$ cat src/rtl/adc_sar_pkg.sv
// adc_sar_pkg: shared constants and FSM state type for the SAR ADC readout
package adc_sar_pkg;
    localparam int NBITS_DEF = 10;
    localparam int ADC_CONV_CLKS = 12;
    typedef enum logic [1:0] {IDLE, SAMPLE, CONVERT, CAPTURE} state_e;
endpackage

$ cat src/rtl/sar_result_fifo.sv
// sar_result_fifo: synchronous result FIFO; extra pointer bit separates full from empty
module sar_result_fifo #(
    parameter int WIDTH = 10,
    parameter int DEPTH = 4
) (
    input  logic             clk,
    input  logic             rst,
    input  logic             push,
    input  logic [WIDTH-1:0] din,
    input  logic             pop,
    output logic [WIDTH-1:0] dout,
    output logic             full,
    output logic             empty
);
    localparam int AW = $clog2(DEPTH);
    logic [WIDTH-1:0] mem_q [DEPTH];
    logic [WIDTH-1:0] last_q;
    logic [AW:0] wr_q, rd_q;
    logic do_push, do_pop;
    assign empty = wr_q == rd_q;
    assign full = (wr_q[AW] != rd_q[AW]) && (wr_q[AW-1:0] == rd_q[AW-1:0]);
    assign do_pop = pop && !empty;
    assign do_push = push && (!full || do_pop);
    // when empty, dout keeps showing the most recently consumed word
    assign dout = empty ? last_q : mem_q[rd_q[AW-1:0]];
    always_ff @(posedge clk) begin
        if (rst) begin
            wr_q <= '0;
            rd_q <= '0;
            last_q <= '0;
        end else begin
            if (do_push) begin
                mem_q[wr_q[AW-1:0]] <= din;
                wr_q <= wr_q + 1'b1;
            end
            if (do_pop) begin
                last_q <= mem_q[rd_q[AW-1:0]];
                rd_q <= rd_q + 1'b1;
            end
        end
    end
endmodule

$ cat src/rtl/adc_sar_readout.sv
// adc_sar_readout: sequences the SAR ADC, checks B/BN, averages and queues results
module adc_sar_readout
    import adc_sar_pkg::*;
#(
    parameter int NBITS = NBITS_DEF,
    parameter int SAMP_CYCLES = 2,
    parameter int CONV_TIMEOUT = 20,
    parameter int AVG_LOG2 = 0,
    parameter int FIFO_DEPTH = 4
) (
    input  logic             clk,
    input  logic             rst,
    input  logic             en,
    input  logic             adc_eoc,
    input  logic [NBITS-1:0] adc_b,
    input  logic [NBITS-1:0] adc_bn,
    output logic             adc_samp,
    output logic [NBITS-1:0] dout,
    output logic             dout_valid,
    input  logic             dout_ready,
    output logic             ovf,
    output logic             cmp_err,
    output logic             tmo_err,
    input  logic             err_clr
);
    localparam int AW = NBITS + AVG_LOG2;
    localparam int CMAX = SAMP_CYCLES > CONV_TIMEOUT ? SAMP_CYCLES : CONV_TIMEOUT;
    localparam int CW = $clog2(CMAX + 1);
    localparam logic [AVG_LOG2:0] AVG_LAST = (AVG_LOG2 + 1)'((1 << AVG_LOG2) - 1);
    state_e state_q, state_d;
    logic [CW-1:0] cnt_q, cnt_d;
    logic [AW-1:0] acc_q, acc_d, sum;
    logic [AVG_LOG2:0] avg_q, avg_d;
    logic [2:0] eoc_q;
    logic ovf_q, ovf_d, cmp_q, cmp_d, tmo_q, tmo_d;
    logic eoc_rise, last, push, full, empty;
    assign eoc_rise = eoc_q[1] & ~eoc_q[2];
    assign sum = acc_q + AW'(adc_b);
    assign last = avg_q == AVG_LAST;
    assign push = state_q == CAPTURE && last;
    assign adc_samp = state_q == IDLE || state_q == SAMPLE;
    assign dout_valid = !empty;
    assign ovf = ovf_q;
    assign cmp_err = cmp_q;
    assign tmo_err = tmo_q;
    always_comb begin
        state_d = state_q;
        cnt_d = '0;
        acc_d = acc_q;
        avg_d = avg_q;
        cmp_d = cmp_q & ~err_clr;
        tmo_d = tmo_q & ~err_clr;
        ovf_d = (ovf_q & ~err_clr) | (push & full & ~(dout_valid & dout_ready));
        case (state_q)
            IDLE: state_d = en ? SAMPLE : IDLE;
            SAMPLE: begin
                if (cnt_q == CW'(SAMP_CYCLES - 1)) state_d = CONVERT;
                else cnt_d = cnt_q + 1'b1;
            end
            CONVERT: begin
                if (eoc_rise) state_d = CAPTURE;
                else if (cnt_q == CW'(CONV_TIMEOUT - 1)) begin
                    tmo_d = 1'b1;
                    state_d = en ? SAMPLE : IDLE;
                end else cnt_d = cnt_q + 1'b1;
            end
            CAPTURE: begin
                cmp_d = cmp_d | (adc_b != ~adc_bn);
                acc_d = last ? '0 : sum;
                avg_d = last ? '0 : avg_q + 1'b1;
                state_d = en ? SAMPLE : IDLE;
            end
            default: state_d = IDLE;
        endcase
    end
    always_ff @(posedge clk) begin
        if (rst) begin
            state_q <= IDLE;
            cnt_q <= '0;
            acc_q <= '0;
            avg_q <= '0;
            eoc_q <= '0;
            ovf_q <= 1'b0;
            cmp_q <= 1'b0;
            tmo_q <= 1'b0;
        end else begin
            state_q <= state_d;
            cnt_q <= cnt_d;
            acc_q <= acc_d;
            avg_q <= avg_d;
            eoc_q <= {eoc_q[1:0], adc_eoc};
            ovf_q <= ovf_d;
            cmp_q <= cmp_d;
            tmo_q <= tmo_d;
        end
    end
    sar_result_fifo #(.WIDTH(NBITS), .DEPTH(FIFO_DEPTH)) u_fifo (
        .clk(clk),
        .rst(rst),
        .push(push),
        .din(NBITS'(sum >> AVG_LOG2)),
        .pop(dout_valid & dout_ready),
        .dout(dout),
        .full(full),
        .empty(empty)
    );
endmodule

$ cat config.mk
export PLATFORM = sky130hd
export DESIGN_NAME = adc_sar_readout
export DESIGN_NICKNAME = d
export VERILOG_FILES = /design/src/rtl/adc_sar_pkg.sv /design/src/rtl/sar_result_fifo.sv /design/src/rtl/adc_sar_readout.sv
export SDC_FILE = /design/constraint.sdc
export NUM_CORES = 1
export LEC_CHECK = 0
export CAP_MARGIN = 20
export CORE_MARGIN = 2
export CORE_UTILIZATION = 49
export CTS_BUF_LIST = sky130_fd_sc_hd__clkbuf_16
export CTS_CLUSTER_DIAMETER = 100
export DETAILED_ROUTE_END_ITERATION = 7
export PLACE_DENSITY = 0.75
export SYNTH_ARGS = -nofsm -noshare
export SYNTH_HDL_FRONTEND = slang
export SYNTH_SLANG_ARGS = --single-unit
export TNS_END_PERCENT = 1
$ cat constraint.sdc
create_clock -name clk -period 1.8 [get_ports clk]
set_input_delay 0.36 -clock clk [delete_from_list [all_inputs] [get_ports clk]]
set_output_delay 0.36 -clock clk [all_outputs]
set_load 0.1 [all_outputs]
Word level (Yosys, flattened, before mapping)
Memory sizes are Yosys's and may differ from the RTL's. A register that Yosys moved wholly into a read port is not among the register bits.
Index checks and enable logic that the tools add are counted.
{"block": "word_totals", "input_bits": 26, "output_inout_bits": 15, "regBits": 40, "ramBits": 40, "wordCells": 74, "n_memories": 1}
{"block": "classes", "n_addsub": 5, "n_bitwise": 14, "mux": 21, "eq_ne": 11, "reduce_logical": 11}
{"memory": "u_fifo.mem_q", "depth": 4, "word_bits": 10, "read_ports": 1, "rd_clocked_by_memory_dff": 1, "wr": 1, "line_no": "sar_result_fifo.sv:16", "text": "logic [WIDTH-1:0] mem_q [DEPTH];"}
{"op": "10-bit 2-to-1 mux", "count": 2}
{"op": "5-bit 2-to-1 mux", "count": 3}
{"op": "10-bit adder", "count": 1}
{"op": "2-bit 2-to-1 mux", "count": 5}
{"op": "10-bit != test", "count": 1}
{"op": "10-bit NOT", "count": 1}
{"op": "5-bit one-hot mux with 2 select lines", "count": 1}
{"op": "1-bit 2-to-1 mux", "count": 9}
{"op": "1-bit bitwise AND", "count": 7}
{"op": "3-bit by 1-bit adder with 3-bit output (second input constant)", "count": 2}
{"op": "2-bit one-hot mux with 3 select lines", "count": 1}
{"op": "5-bit by 1-bit adder with 5-bit output (second input constant)", "count": 1}
{"op": "5-bit by 1-bit == test with 1-bit output (second input constant)", "count": 1}
{"op": "5-bit == test (second input constant)", "count": 1}
{"op": "2-bit == test (second input constant)", "count": 2}
{"op": "1-bit logical AND", "count": 4}
{"op": "1-bit NOT", "count": 4}
{"op": "3-bit == test", "count": 1}
{"op": "3-bit != test (second input constant)", "count": 1}
{"op": "2-bit by 1-bit == test with 1-bit output (second input constant)", "count": 1}
{"op": "2-bit == test", "count": 1}
{"op": "1-bit zero test", "count": 2}
{"op": "2-bit zero test", "count": 1}
{"op": "1-bit logical OR", "count": 2}
{"op": "6 further kinds", "count": 7}

Longest topological paths before layout
Gate-level depths: netlist (run 1).
{"block": "depth", "depth_word": 9, "ltp_mapped": 6, "depth_no_buf": 6}

Hierarchy
From an unflattened synthesis (run 1), not the netlist that was laid out.
{"block": "hier_totals", "cells_unflattened": 243, "hier_area_um2": 3324.4}
{"module": "sar_result_fifo", "n_inst": 1, "cells_each": 166, "area_each_um2": 2608.8, "seq_area_each_um2": 1561.5}
{"module": "adc_sar_readout", "n_inst": 1, "cells_each": 77, "area_each_um2": 715.7, "seq_area_each_um2": 260.2}

Worst setup path before layout (run 1)
Ideal clock, no wire load.
{"block": "synth_timing", "kind": "register to output", "start": "reg with a tool-made name", "end": "out dout[1]", "required_time_ns": 1.440, "n_path_buf": 1, "slack_ns": -0.177, "arrival_time_ns": 1.617, "stages_incl_launch_ff": 4, "cell_sequence": "dfxtp_1 clkbuf_2 mux4_2 mux2_2"}
{"element": "to (decl)", "line_no": "adc_sar_readout.sv:18", "text": "output logic [NBITS-1:0] dout,"}

Worst setup path after layout (run 1)
{"block": "layout_timing", "start": "reg u_fifo.wr_q[2]", "end": "out dout[6]"}
{"block": "layout_via", "elab_chain_len": 2}
{"element": "from (decl)", "line_no": "sar_result_fifo.sv:18", "text": "logic [AW:0] wr_q, rd_q;"}
{"element": "from (signal assigned)", "line_no": "sar_result_fifo.sv:34", "text": "wr_q <= wr_q + 1'b1;"}
{"element": "3-bit == test", "line_no": "sar_result_fifo.sv:20", "text": "assign empty = wr_q == rd_q;"}
{"element": "10-bit 2-to-1 mux", "line_no": "sar_result_fifo.sv:25", "text": "assign dout = empty ? last_q : mem_q[rd_q[AW-1:0]];"}
No other way between the ends.

==> impl_metrics.env, run 1 <==
export IMPL_finalCriticalPeriod_ns=2.25
export IMPL_sw_frac_of_total_pct=32.0
export IMPL_hpwlAfterDp_mm=4.49
export IMPL_initial_core_util_pct=49.8
export IMPL_setup_violations=51
export IMPL_first_global_vias=2050
export IMPL_synth_top_family_by_area="multiplexers"
export IMPL_synth_simple_area_share_pct=10.5
export IMPL_final_hold_viol_count=0
export IMPL_crit_type="flop to output pin"
export IMPL_critPathMaxFanout=13
export IMPL_worst_path_buf_inv=2
export IMPL_hp_class="flop to flop"
export IMPL_synth_warnings=0
export IMPL_h_tree_depth=3
export IMPL_critPathTopFamily="simple AND/OR/NAND/NOR gates"
export IMPL_leakage_nw=1.59
export IMPL_coreArea_mm2=0.00624
export IMPL_synthMuxAreaShare_pct=12.1
export IMPL_slew_headroom_pct=72.0
export IMPL_pwr_share_clk_pct=29.8
export IMPL_track_usage_pct=18.5
export IMPL_synth_xor_area_share_pct=5.35
export IMPL_rsz0062_at_grt="yes"
export IMPL_clockBufferDepth=2
export IMPL_ys_seq_area_share_pct=58.6
export IMPL_ctsHoldBuffers=0
export IMPL_place_congestion=0.743
export IMPL_drt_antenna_violating_nets=0
export IMPL_path_common_cell="buf_12"
export IMPL_fin_skew_ns=0.00816
export IMPL_status="complete, but fails checks"
export IMPL_viasPerCell=5.31
export IMPL_async_flop_share_pct=0
export IMPL_synth_top_area_cell="edfxtp_1"
export IMPL_netlist_instances=228
export IMPL_diodes=0
export IMPL_synth_compound_area_share_pct=5.67
export IMPL_cts_buffers=9
export IMPL_insertion_delay_ns=0.33
export IMPL_dp_cells=368
export IMPL_firstDrtPassIters=4
export IMPL_drive_above_1_share_pct=31.3
export IMPL_layout_commonest_cell="edfxtp_1"
export IMPL_cp_cell_sequence="xor2_1 -> or3_4 -> buf_12 -> mux2_4 -> buf_12"
export IMPL_fp_dieH_um=83.7
export IMPL_worstPathArrival_ns=1.89
export IMPL_clk_pin_slew_ns=0.06
export IMPL_synth_area_mm2=0.00311
export IMPL_fp_dieW_um=83.7
export IMPL_violations="setup timing"
export IMPL_mostFrequentLayoutCells="edfxtp_1 (40), dfxtp_1 (27), buf_4 (26), clkdlybuf4s50_1 (25), buf_12 (22)"
export IMPL_cp_end_kind="output pin"
export IMPL_drtIter0Drc=113
export IMPL_synth_area_leaders="edfxtp_1 (39%), dfxtp_1 (20%), mux4_2 (7.2%)"
export IMPL_post_route_util_pct=69.4
export IMPL_ys_flop_type="edfxtp_1"
export IMPL_layoutNonFillerInstCount=384
export IMPL_yosysTopAreaCellShare_pct=38.6
export IMPL_ir_drop_v=0.000785
export IMPL_switching_power_mw=1.62
export IMPL_synth_adder_area_share_pct=4.83
export IMPL_synth_seq_cells=71
export IMPL_netlist_cell_type_count=43
export IMPL_drc_errors=0
export IMPL_nets=340
export IMPL_wirelength_mm=6.07
export IMPL_port_buffers=40
export IMPL_cts_root_buffer="clkbuf_16"
export IMPL_slowest_stage="or3_4"
export IMPL_ios=41
export IMPL_critPathRequiredTime_ns=1.44
export IMPL_maxCapViolCount=0
export IMPL_drt_wirelength_per_cell_um=15.8
export IMPL_syn_nets=266
export IMPL_worst_slack_ns=-0.446
export IMPL_share_seq_of_total_power_pct=36.3
export IMPL_cp_start_kind="flop"
export IMPL_core_rowCount=29
export IMPL_max_freq_mhz=445
export IMPL_syn_to_final_growth_pct=39.2
export IMPL_powerDensity_mw_per_mm2=1170
export IMPL_dieArea_mm2=0.00700
export IMPL_grt_remaining_overflow=0
export IMPL_period_share_pct=125
export IMPL_clkSinkCount=71
export IMPL_num_vias=2039
export IMPL_synth_edff_count=40
export IMPL_cts_tree="yes"
export IMPL_max_stage_delay_ns=0.41
export IMPL_syn_area_per_cell_um2=13.6
export IMPL_grt_pass1_wl_mm=9.88
export IMPL_drv_slew=0
export IMPL_p_int_mw=3.44
export IMPL_comb_power_share_pct=33.9
export IMPL_worst_pin_slew_ns=0.415
export IMPL_grt_start_max_net_pins=19
export IMPL_antenna_found_initial=0
==> tightest hold or removal path, stage by stage, from the launching register on <==
cell and delay [ns]:
dfxtp_1 0.30, nand2_1 0.05, a21oi_1 0.05
==> final cells by class <==
type / instances / area [µm²]
repair buffers: 73 / 886
multi-input cells: 140 / 1230
inverters: 7 / 26.3
clock buffers: 9 / 225
clock inverters: 7 / 33.8
fillers: 432 / 1910
well taps: 77 / 96.3
flip-flops and latches: 71 / 1830
==> power groups by stage <==
stage	Sequential [mW]	Combinational (mW)	Clock [mW]
finish	1.84	1.72	1.51
global route	1.84	1.80	1.60
CTS	1.84	1.71	1.53
detailed placement	1.86	1.66	0
global placement	1.86	1.64	0
floorplan	1.86	1.10	0
==> per-layer routing <==
metal	GRT usage (%)	up-vias	part of all wire (%)
met2	28.9	67	49
met5	0	-	0
li1	-	982	-
met3	4.55	6	5.3
met1	24.9	984	44
met4	7.92	0	1.2
==> Yosys cell counts (2+ instances only) <==
cell type / instances
edfxtp_1: 40
dfxtp_1: 31
a21oi_1: 13
nand2_1: 13
nand3_1: 13
nor2_1: 13
xnor2_1: 13
ha_1: 12
mux4_2: 10
mux2_4: 8
inv_1: 7
xor2_1: 6
and2_1: 4
clkbuf_1: 4
nor2b_1: 4
nor4_1: 3
or3_1: 3
buf_2: 2
mux2_2: 2
nand2b_1: 2
nor3b_1: 2
o21ai_0: 2
==> per-stage QoR <==
| step | setup WS (ns) | area, µm² | TNS [ns] | hold slack, ns | power (mW) |
|---|---|---|---|---|---|
| global route | -0.487 | 4330 | -9.38 | 0.473 | 5.24 |
| finish | -0.446 | 4330 | -5.72 | 0.457 | 5.06 |
| floorplan | -0.150 | 3120 | -1.38 | 0.414 | 2.96 |
| detailed placement | -0.264 | 4020 | -10.96 | 0.447 | 3.53 |
| CTS | -0.449 | 4320 | -4.69 | 0.454 | 5.08 |
| global placement | -0.266 | 4020 | -11.68 | 0.427 | 3.50 |
==> cells by family (layout without fill, tap and decap cells) <==
| family | after synthesis | in the layout |
|---|---|---|
| buffers and inverters | 17 | 96 |
| DFF | 71 | 71 |
| adders and majority gates | 12 | 12 |
| AOI/OAI and AO/OA | 25 | 25 |
| xor gates and xnor gates | 19 | 19 |
| and+or+nand+nor | 63 | 63 |
| muxes | 21 | 21 |
==> sequential cells by signal (all words and copies together) (netlist names), named ones only <==
name,cells
cmp_err,1
u_fifo.wr_q,3
u_fifo.last_q,10
state_q,2
tmo_err,1
eoc_q,3
cnt_q,5
u_fifo.mem_q,40
u_fifo.rd_q,3
ovf,1
==> timing repair <==
action	4_1_cts	5_1_grt
setup endpoints to repair	52	54
buffers inserted	0	0
resized for setup	12	2
pin swaps	0	0
==> worst paths after layout <==
path	from	end	slack, ns	cells after the start
min reg2reg	u_fifo.last_q[5]	u_fifo.last_q[5]	0.46	2
max	u_fifo.wr_q[2]	dout[6]	-0.45	5
min	u_fifo.last_q[5]	u_fifo.last_q[5]	0.46	2
max reg2reg	u_fifo.wr_q[0]	u_fifo.mem_q[3][0]	-0.04	7
No activity file was read; power rests on OpenSTA's default activity.
==> run 2: changes to the inputs <==
CAP_MARGIN = 15   (was 20)
==> results of run 2 <==
Final layout, timing and power as in run 1 (identical DEF).
==> run 3: changes to the inputs <==
CTS_CLUSTER_SIZE = 30   (was default)
MAX_ROUTING_LAYER = met4   (was default)
==> run 3 against run 2 <==
  * First-iteration DRC count is 2.7% higher
  * Sequential power hardly changed
  * The run still ends with setup timing left
  * Highest routed layer unchanged
  * Largest cell class unchanged
  * Global-route usage is 0.49 points higher
  * Routed wire length is 0.25% lower
==> impl_metrics.env, run 3 (same netlist as run 1, synthesis figures left out) <==
export IMPL_place_congestion=0.752
export IMPL_cts_resized=12
export IMPL_setup_violations=51
export IMPL_track_usage_pct=19.0
export IMPL_powerDensity_mw_per_mm2=1170
export IMPL_final_hold_viol_count=0
export IMPL_period_share_pct=125
export IMPL_mostFrequentLayoutCells="edfxtp_1 (40), dfxtp_1 (27), buf_4 (26), clkdlybuf4s50_1 (25), buf_12 (22)"
export IMPL_diodes=0
export IMPL_first_global_vias=2049
export IMPL_h_tree_depth=3
export IMPL_worst_pin_slew_ns=0.415
export IMPL_drtIter0Drc=116
export IMPL_rsz0062_at_grt="yes"
export IMPL_num_vias=2050
export IMPL_ios=41
export IMPL_nets=340
export IMPL_hp_class="flop to flop"
export IMPL_regToRegSetupSlack_ns=-0.04
export IMPL_power_total_mw=5.06
export IMPL_drt_antenna_violating_nets=0
export IMPL_finalCriticalPeriod_ns=2.25
export IMPL_grt_start_max_net_pins=19
export IMPL_drv_slew=0
export IMPL_post_cts_setup_buffers=0
export IMPL_grt_pass1_wl_mm=9.86
export IMPL_maxCapViolCount=0
export IMPL_hpwlAfterDp_mm=4.49
export IMPL_initial_core_util_pct=49.8
export IMPL_largest_reg_flops=40
export IMPL_cp_start_kind="flop"
export IMPL_drc_errors=0
export IMPL_fp_dieH_um=83.7
export IMPL_core_rowCount=29
export IMPL_ir_drop_v=0.000785
export IMPL_worst_slack_ns=-0.446
export IMPL_fp_dieW_um=83.7
export IMPL_leakage_nw=1.59
export IMPL_firstDrtPassIters=4
export IMPL_drt_wirelength_per_cell_um=15.8
export IMPL_cp_end_kind="output pin"
export IMPL_hold_slack_ns=0.457
export IMPL_status="complete, but fails checks"
export IMPL_max_freq_mhz=445
export IMPL_layoutNonFillerInstCount=384
export IMPL_layout_commonest_cell="edfxtp_1"
export IMPL_fillers=432
export IMPL_port_buffers=40
export IMPL_syn_to_final_growth_pct=39.2
export IMPL_cts_buffers=9
export IMPL_grt_remaining_overflow=0
export IMPL_wirelength_mm=6.05
export IMPL_coreArea_mm2=0.00624
export IMPL_post_route_util_pct=69.4
export IMPL_ctsHoldBuffers=0
export IMPL_cts_tree="yes"
export IMPL_clockBufferDepth=2
export IMPL_clkSinkCount=71
export IMPL_crit_type="flop to output pin"
export IMPL_final_cell_area_mm2=0.00433
export IMPL_violations="setup timing"
export IMPL_slew_headroom_pct=72.0
export IMPL_worstPathArrival_ns=1.89
export IMPL_clk_pin_slew_ns=0.06
export IMPL_drive_above_1_share_pct=31.3
export IMPL_cts_root_buffer="clkbuf_16"
export IMPL_critPathRequiredTime_ns=1.44
export IMPL_insertion_delay_ns=0.33
export IMPL_antenna_found_initial=0
export IMPL_dp_cells=368
export IMPL_critPathMaxFanout=13
export IMPL_place_area_mm2=0.00402
export IMPL_viasPerCell=5.34
export IMPL_fin_skew_ns=0.00679
export IMPL_dieArea_mm2=0.00700
[run 3: cell counts in the layout (fill, tap and decap cells not counted)]
No cell type changed its count.
[run 3: power by group]
group          internal, mW  switching, mW
registers              1.79         0.0497
logic                 0.744          0.972
clock network         0.907          0.598
[run 3: routing by layer]
layer  wire (µm)  vias to the layer above  global-route usage, %
met1        2690                      995                   24.7
met4         102                        0                   7.92
li1            -                      982                      -
met3         319                       10                   4.55
met2        2940                       63                   28.9
met5           0                        -                      -
[run 3: area by class of cell]
type | instances | area, µm² | share of cell area [%]
flip-flops and latches | 71 | 1830 | 42.2
multi-input cells | 140 | 1230 | 28.5
repair buffers | 73 | 886 | 20.5
clock buffers | 9 | 225 | 5.20
well taps | 77 | 96.3 | 2.23
clock inverters | 7 | 33.8 | 0.780
inverters | 7 | 26.3 | 0.607
[run 3: stage by stage]
step	TNS [ns]	setup WS [ns]
floorplan	-1.38	-0.150
global placement	-11.68	-0.266
detailed placement	-10.96	-0.264
CTS	-4.69	-0.449
global route	-9.38	-0.487
finish	-5.62	-0.446
[run 3: worst max-delay path: stages, from the launching register on]
cell and delay, ns:
dfxtp_2 0.32, xor2_1 0.17, or3_4 0.41, buf_12 0.16
mux2_4 0.32, buf_12 0.17
[run 3: final timing paths]
path / startpoint / end / cells past startpoint
setup reg to reg: u_fifo.wr_q[0] / u_fifo.mem_q[3][7] / 7
setup / recovery: u_fifo.wr_q[2] / dout[6] / 5
hold reg to reg: u_fifo.last_q[5] / u_fifo.last_q[5] / 2
hold / removal: u_fifo.last_q[5] / u_fifo.last_q[5] / 2
